<file path="src/rtl/tk_pkg.sv">
// Shared field limits, field selector encoding and the modular step helper
// used by the timekeeper core.
package tk_pkg;

  localparam logic [5:0] SEC_MAX  = 6'd59;
  localparam logic [5:0] MIN_MAX  = 6'd59;
  localparam logic [4:0] HOUR_MAX = 5'd23;

  typedef enum logic [1:0] {
    FIELD_SEC  = 2'd0,
    FIELD_MIN  = 2'd1,
    FIELD_HOUR = 2'd2,
    FIELD_NONE = 2'd3
  } field_e;

  // One step up or down, wrapping within 0..max with no carry out.
  function automatic logic [5:0] wrap_step(input logic [5:0] val,
                                           input logic [5:0] max,
                                           input logic       up);
    if (up) return (val == max) ? 6'd0 : val + 6'd1;
    else    return (val == 6'd0) ? max : val - 6'd1;
  endfunction

endpackage

</file>
<file path="src/rtl/tick_prescaler.sv">
// Free-running divide-by-DIV counter; tick marks the cycle in which it wraps.
// clr holds the count at zero so the next tick is a full period away.
module tick_prescaler #(
  parameter int DIV = 4
) (
  input  logic clk,
  input  logic rst,
  input  logic clr,
  output logic tick
);

  localparam int W = (DIV > 1) ? $clog2(DIV) : 1;
  localparam logic [W-1:0] LAST = W'(DIV - 1);

  logic [W-1:0] cnt;

  // NOTE: sequential state uses non-blocking <= so all flops sample pre-edge values.
  always_ff @(posedge clk) begin
    if (rst || clr)        cnt <= '0;
    else if (cnt == LAST)  cnt <= '0;
    else                   cnt <= cnt + W'(1);
  end

  assign tick = (cnt == LAST) && !clr && !rst;

endmodule

</file>
<file path="src/rtl/timekeeper_core.sv">
// 24 h time-of-day counter with prescaled second ticks, a level-gated edit
// mode driven by inc/dec edges, and a combinational 12 h display encoder.
module timekeeper_core
  import tk_pkg::*;
#(
  parameter int CLK_HZ     = 50_000_000,
  parameter int SPEEDUP    = 1,
  parameter int RESET_HOUR = 0
) (
  input  logic       clk,
  input  logic       rst,
  input  logic       edit_en,
  input  logic [1:0] field_sel,
  input  logic       inc,
  input  logic       dec,
  input  logic       mode_12h,
  output logic [5:0] sec,
  output logic [5:0] min,
  output logic [4:0] hour_disp,
  output logic       pm,
  output logic       sec_pulse,
  output logic       day_carry
);

  localparam int DIV = CLK_HZ / SPEEDUP;

  logic       tick;
  logic       inc_q, dec_q;
  logic       inc_rise, dec_rise;
  logic [4:0] hour;
  logic [5:0] sec_d, min_d;
  logic [4:0] hour_d;
  logic       pulse_d, carry_d;
  field_e     field;

  tick_prescaler #(.DIV(DIV)) u_prescaler (
    .clk  (clk),
    .rst  (rst),
    .clr  (edit_en),
    .tick (tick)
  );

  assign field    = field_e'(field_sel);
  assign inc_rise = inc & ~inc_q;
  assign dec_rise = dec & ~dec_q;

  // NOTE: every always_comb output gets a default first so no path infers a latch.
  always_comb begin
    sec_d   = sec;
    min_d   = min;
    hour_d  = hour;
    pulse_d = 1'b0;
    carry_d = 1'b0;
    if (edit_en) begin
      // Simultaneous inc and dec edges cancel out.
      if (inc_rise ^ dec_rise) begin
        case (field)
          FIELD_SEC:  sec_d  = wrap_step(sec, SEC_MAX, inc_rise);
          FIELD_MIN:  min_d  = wrap_step(min, MIN_MAX, inc_rise);
          FIELD_HOUR: hour_d = 5'(wrap_step({1'b0, hour}, {1'b0, HOUR_MAX}, inc_rise));
          default:    ;
        endcase
      end
    end else if (tick) begin
      pulse_d = 1'b1;
      if (sec == SEC_MAX) begin
        sec_d = 6'd0;
        if (min == MIN_MAX) begin
          min_d = 6'd0;
          if (hour == HOUR_MAX) begin
            hour_d  = 5'd0;
            carry_d = 1'b1;
          end else begin
            hour_d = hour + 5'd1;
          end
        end else begin
          min_d = min + 6'd1;
        end
      end else begin
        sec_d = sec + 6'd1;
      end
    end
  end

  always_ff @(posedge clk) begin
    if (rst) begin
      sec       <= 6'd0;
      min       <= 6'd0;
      hour      <= 5'(RESET_HOUR);
      sec_pulse <= 1'b0;
      day_carry <= 1'b0;
      inc_q     <= 1'b0;
      dec_q     <= 1'b0;
    end else begin
      sec       <= sec_d;
      min       <= min_d;
      hour      <= hour_d;
      sec_pulse <= pulse_d;
      day_carry <= carry_d;
      inc_q     <= inc;
      dec_q     <= dec;
    end
  end

  always_comb begin
    hour_disp = hour;
    if (mode_12h) begin
      if (hour == 5'd0)      hour_disp = 5'd12;
      else if (hour > 5'd12) hour_disp = hour - 5'd12;
    end
  end

  assign pm = (hour >= 5'd12);

endmodule

</file>
<file path="config.mk">
export PLATFORM = sky130hd
export DESIGN_NAME = timekeeper_core
export DESIGN_NICKNAME = d
export VERILOG_FILES = /design/src/rtl/tk_pkg.sv /design/src/rtl/tick_prescaler.sv /design/src/rtl/timekeeper_core.sv
export SDC_FILE = /design/constraint.sdc
export NUM_CORES = 1
export LEC_CHECK = 0
export ABC_AREA = 1
export CAP_MARGIN = 5
export CORE_AREA = 2 2 94 96
export CTS_BUF_LIST = sky130_fd_sc_hd__clkbuf_8 sky130_fd_sc_hd__clkbuf_16
export DETAILED_ROUTE_END_ITERATION = 6
export DIE_AREA = 0 0 96 98
export GPL_ROUTABILITY_DRIVEN = 1
export HOLD_SLACK_MARGIN = 0.15
export PLACE_DENSITY = 0.61
export SKIP_LAST_GASP = 1
export SYNTH_ARGS = -nofsm -noshare
export SYNTH_HDL_FRONTEND = slang
export SYNTH_HIERARCHICAL = 1
export SYNTH_SLANG_ARGS = --single-unit
</file>
<file path="constraint.sdc">
create_clock -name clk -period 5.6 [get_ports clk]
set_clock_uncertainty 0.15 [all_clocks]
set_input_delay 0.84 -clock clk [delete_from_list [all_inputs] [get_ports clk]]
set_output_delay 0.84 -clock clk [all_outputs]
set_load 0.03 [all_outputs]
</file>
==> results of run 1 <==
[placed cells by master, fill, tap and decap left out, drive strengths merged]
master,synthesis,routed
nand3,42,42
xor2,13,13
xnor2,9,9
clkinv,2,2
clkbuf,2,7
ha,13,13
nand4,9,9
o2111ai,1,1
or2,3,3
and2,1,1
nand2,149,149
clkdlybuf4s50,0,27
inv,60,61
dfxtp,47,47
nand3b,3,3
a21oi,12,12
and3,1,1
o21bai,1,1
o211ai,2,2
nor2,117,117
o21ai,24,24
[worst max-delay path by stage]
stage | to | slack (ns) | cells past startpoint
2_1_floorplan | hour_disp[4] | 3.09 | 1
3_3_place_gp | hour_disp[3] | 2.24 | 6
3_5_place_dp | hour_disp[3] | 2.22 | 6
4_1_cts | hour_disp[3] | 2.21 | 6
5_1_grt | hour_disp[4] | 2.11 | 8
6_report | hour_disp[3] | 2.21 | 6
[sequential cells by signal, indices dropped and copies added, names as in the netlist]
name             cells
day_carry            1
dec_q                1
hour                 5
inc_q                1
min                  6
sec                  6
sec_pulse            1
u_prescaler/cnt     26
[metal layers]
layer | vias up | GRT usage (%) | wire (µm)
li1 | 1656 | - | -
met1 | 1408 | 21.4 | 3510
met2 | 42 | 27.0 | 3390
met3 | 5 | 3.09 | 249
met4 | 0 | 4.62 | 70
met5 | - | 0 | 0
[per-stage QoR]
step / hold slack [ns] / cell area [µm²] / utilization [%] / power (mW) / worst slack, ns
final: 0.304 / 3720 / 44.0 / 0.727 / 2.21
after global routing: 0.326 / 3720 / 44.0 / 0.775 / 2.11
after CTS: 0.307 / 3720 / 44.0 / 0.738 / 2.21
after detailed placement: 0.287 / 3620 / 42.8 / 0.508 / 2.22
after global placement: 0.280 / 3620 / 42.8 / 0.506 / 2.24
after floorplan: 0.267 / 3290 / - / 0.468 / 3.09
[power breakdown]
group	internal [mW]	switching (mW)
Combinational	0.0545	0.0908
Clock	0.111	0.115
Sequential	0.342	0.0133
[critical path, delay by kind of cell]
family	cells	cell delay, ns
AO/OA/AOI/OAI	1	0.07
buffers and inverters	3	1.32
AND/OR/NAND/NOR	2	0.17
[logic make-up after synthesis]
| kind of cell | Yosys count | synth area share (%) |
|---|---|---|
| AND/OR/NAND/NOR | 325 | 44.7 |
| buffers and inverters | 70 | 9.35 |
| flip-flops | 47 | 28.6 |
| AO/OA/AOI/OAI | 40 | 6.54 |
| XOR/XNOR | 22 | 5.86 |
| adder cells (fa/ha/maj) | 13 | 4.94 |
[layout make-up]
type | instances | share of cell area (%)
clock buffer | 7 | 2.59
clock inverter | 1 | 0.101
inverter | 62 | 6.32
multi-input combinational | 400 | 54.8
sequential | 47 | 25.3
tap | 108 | 3.63
timing repair buffer | 27 | 7.26
==> impl_metrics.csv, run 1 <==
group,metric,value,unit
cts,clockBufferDepth,2,
global_routing,track_usage,16.3,%
cts,cts_tree,"yes",
sta,tightest_slew,0.594,ns
power,ir_worst_vdd,0.0000888,V
finish,antenna_cells,0,
cts,cts_sinks,47,
floorplan,ios,28,
global_routing,grt_pass1_vias,2865,
route,via_per_inst,4.77,
synth,syn_area_per_cell,6.36,µm²
route,wl,7.22,mm
synth,synth_nets,538,
sta,slew_headroom,60.4,%
finish,seq_area,941,µm²
sta,setup_tns,0,ns
critical_path,r2r_start,"u_prescaler/cnt[0]",
sta,fmax,0.295,GHz
floorplan,die_h,98,µm
finish,multiInputGateArea,2040,µm²
cts,clk_pin_slew,0.08,ns
critical_path,max_stage_delay,0.69,ns
cts,holdBufCountCts,0,
critical_path,path_cells,"clkdlybuf4s50_1 -> nand3_1 -> inv_1 -> nand2_1 -> o211ai_1 -> clkdlybuf4s50_1",
critical_path,criticalPathCategory,"in2out",
critical_path,path_max_fanout,4,
placement,numPortBuffers,27,
sta,fin_crit_sh,60.6,%
floorplan,die_w,96,µm
synth,synth.distinct_cells,33,
floorplan,initial_core_util,38.9,%
finish,drive_gt1_share,8.82,%
floorplan,die_area,9410,µm²
cts,cts_resized,0,
critical_path,cp.arrival,2.40,ns
critical_path,end_kind,"output port",
synth,synthTopCellsByCount,"140 x nand2_1, 93 x nor2_1, 58 x inv_1",
synth,synth_area,3290,µm²
floorplan,rows,34,
synth,ys.flop_type,"dfxtp_1",
critical_path,worst-r2r-setup-slack,3.30,ns
global_routing,grt_max_degree,27,
finish,nFillCells,891,
worst_hold_path,min_path_type,"reg2reg",
synth,yosysTopAreaCellShare,28.6,%
route,first_pass_iters,4,
cts,cts_buffers,5,
finish,nets,564,
sta,slew_violations,0,
critical_path,startpoint_type,"input port",
synth,netlist_top_cells_area,"dfxtp_1 29%, nand2_1 16%, nor2_1 11%",
run_status,status,"complete, no violations",
synth,yosysMostFrequentCell,"nand2_1",
placement,hpwlAfterDp,5.53,mm
critical_path,crit_top_cell,"clkdlybuf4s50_1",
synth,synth_top_area_cell,"dfxtp_1",
critical_path,slowest_stage,"clkdlybuf4s50_1",
route,wl_per_cell,11.1,µm
worst_hold_path,holdPathEnd,"u_prescaler/cnt[0]",
global_routing,grt_pass1_wl,12.7,mm
placement,dp.cells,644,
route,vias,3111,
floorplan,core,8470,µm²
synth,synth_cells,517,
worst_hold_path,whs_path_depth,1,
critical_path,reg2regPathDepth,14,
worst_hold_path,min-delay-start,"u_prescaler/cnt[0]",
placement,place.gp.congestion,0.840,
global_routing,antenna_found_initial,0,
cts,clock_latency,0.30,ns
cts,htree_levels,2,
route,drc,0,
critical_path,cp-startpoint,"mode_12h",
sta,rsz0062_at_grt,"false",
cts,cts_setup_buffers,0,
cts,ctsRootBufferMaster,"clkbuf_8",
synth,synth_seq_area_share,28.6,%
power,p_leak,1.60,nW
critical_path,rr_endpoint,"sec[2]",
sta,period_minus_slack,3.39,ns
critical_path,worstPathRequired,4.61,ns
power,powerDensity,195,nW/µm²
flow_run,cap_violations,0,
finish,areaGrowthSynthToFinish,13.2,%
route,detail-route-antenna-nets,0,
synth,synth_edf_count,0,
synth,ys_seq_elements,47,
global_routing,overflow,0,
route,drtIter0Drc,108,
sta,setup_violations,0,
sta,finalHoldViolCount,0,
synth,yosysWarnings,6,
finish,instances_no_fill,652,
synth,ys_async_sr_fraction,0,%
Power figures use the tool's default switching activity.
==> run 2, diff against run 1 <==
==> constraint.sdc (replaced) <==
create_clock -name clk -period 3.5 [get_ports clk]
set_clock_uncertainty 0.15 [all_clocks]
set_input_delay 0.525 -clock clk [delete_from_list [all_inputs] [get_ports clk]]
set_output_delay 0.525 -clock clk [all_outputs]
set_load 0.03 [all_outputs]
==> run 2 against run 1 <==
  * Non-clock buffer count stayed put
  * Worst hold slack worse by 0.0034 ns
  * Via count is 0.96% lower
  * Count of clock-buffer cells in the layout is 2 lower
  * Die area stayed put
  * Critical path depth is 1 higher
  * Clock power is 38% higher
  * Utilization is 0.22 points lower
  * Critical path type is now reg2out
  * Critical endpoint unchanged
==> impl_metrics.csv, run 2 (synthesis results as in run 1) <==
group,metric,value,unit
global_routing,grt_pass1_vias,2883,
finish,antenna_cells,0,
route,drc,0,
critical_path,end_kind,"output port",
floorplan,rows,34,
power,finalPower,1.11,mW
placement,place.gp.congestion,0.860,
cts,htree_levels,2,
cts,cts_resized,0,
finish,areaGrowthSynthToFinish,12.6,%
flow_run,cap_violations,0,
finish,instances_no_fill,652,
route,wl_met2,3.22,mm
route,dr_wl_met3,260,µm
finish,final_core_util,43.8,%
finish,largest-register,"u_prescaler/cnt",
sta,rsz0062_at_grt,"false",
cts,holdBufCountCts,0,
finish,nets,564,
floorplan,ios,28,
finish,mostFrequentLayoutCells,"140 x nand2_1, 93 x nor2_1, 60 x inv_1",
cts,cts_setup_buffers,0,
placement,dpl_cell_area,3620,µm²
sta,whs,0.300,ns
placement,hpwlAfterDp,5.36,mm
floorplan,initial_core_util,38.9,%
cts,clock_latency,0.30,ns
route,drtIter0Drc,142,
critical_path,startpoint_type,"flip-flop",
floorplan,die_area,9410,µm²
sta,slew_violations,0,
sta,timing.final.ws_setup,0.470,ns
placement,dp.cells,644,
route,vias,3081,
route,first_pass_iters,5,
route,via_per_inst,4.73,
sta,finalHoldViolCount,0,
finish,top_regs,"u_prescaler/cnt: 26 flops, min: 6 flops, sec: 6 flops",
sta,setup_violations,0,
route,wl_per_cell,10.5,µm
sta,period_minus_slack,3.03,ns
route,detail-route-antenna-nets,0,
global_routing,track_usage,16.1,%
cts,clk_pin_slew,0.08,ns
global_routing,antenna_found_initial,0,
cts,cts_tree,"yes",
critical_path,cp.arrival,2.35,ns
cts,ctsRootBufferMaster,"clkbuf_8",
placement,dp_slack,0.759,ns
finish,nFillCells,884,
critical_path,criticalPathCategory,"reg2out",
power,p_leak,1.59,nW
cts,cts_buffers,5,
floorplan,die_h,98,µm
critical_path,worstPathRequired,2.82,ns
floorplan,core,8470,µm²
route,wl,6.87,mm
critical_path,path_max_fanout,8,
finish,largest_reg_flops,26,
route,top_layer,"met4",
cts,cts_sinks,47,
global_routing,grt_pass1_wl,12.6,mm
finish,drive_gt1_share,8.64,%
power,powerDensity,300,nW/µm²
sta,tightest_slew,0.586,ns
finish,design_area,3700,µm²
run_status,status,"complete, no violations",
finish,final_common_cell,"nand2_1",
placement,numPortBuffers,27,
sta,fmax,0.330,GHz
power,ir_worst_vdd,0.000139,V
cts,clockBufferDepth,2,
global_routing,overflow,0,
global_routing,grt_max_degree,27,
floorplan,die_w,96,µm
worst_hold_path,min_path_type,"reg2reg",
sta,fin_crit_sh,86.6,%
route,wl_met1,3.33,mm
sta,slew_headroom,60.9,%
sta,setup_tns,0,ns
==> run 2: final cells by class <==
| type | instances | area [µm²] | share of cell area [%] |
|---|---|---|---|
| clock buffer | 5 | 68.8 | 1.86 |
| clock inverter | 3 | 12.5 | 0.338 |
| inverter | 62 | 235 | 6.35 |
| multi-input combinational | 400 | 2040 | 55.1 |
| sequential | 47 | 941 | 25.4 |
| tap | 108 | 135 | 3.65 |
| timing repair buffer | 27 | 270 | 7.29 |
==> run 2: worst max-delay path: stages, from the launching register on <==
cell	delay [ns]
dfxtp_1	0.40
inv_1	0.18
ha_1	0.19
nand2_1	0.08
nor2_1	0.23
nand2_1	0.16
o211ai_1	0.13
clkdlybuf4s50_1	0.69
==> run 2: final timing paths <==
path                                          from                  to  slack (ns)  depth (start not counted)
worst max-delay path                       hour[2]        hour_disp[3]        0.47                          7
worst min-delay path            u_prescaler/cnt[0]  u_prescaler/cnt[0]        0.30                          1
worst max register to register  u_prescaler/cnt[0]              sec[4]        1.22                         14
worst min register to register  u_prescaler/cnt[0]  u_prescaler/cnt[0]        0.30                          1
==> run 2: where the power goes <==
| part | switching (mW) | internal (mW) | total [mW] |
|---|---|---|---|
| clock | 0.178 | 0.135 | 0.313 |
| combinational | 0.143 | 0.0873 | 0.231 |
| sequential | 0.0213 | 0.548 | 0.569 |
==> run 2: metal layers <==
metal / global-route usage, % / vias to the layer above
li1: - / 1658
met1: 21.4 / 1366
met2: 27.3 / 50
met3: 2.55 / 7
met4: 3.63 / 0
met5: 0 / -
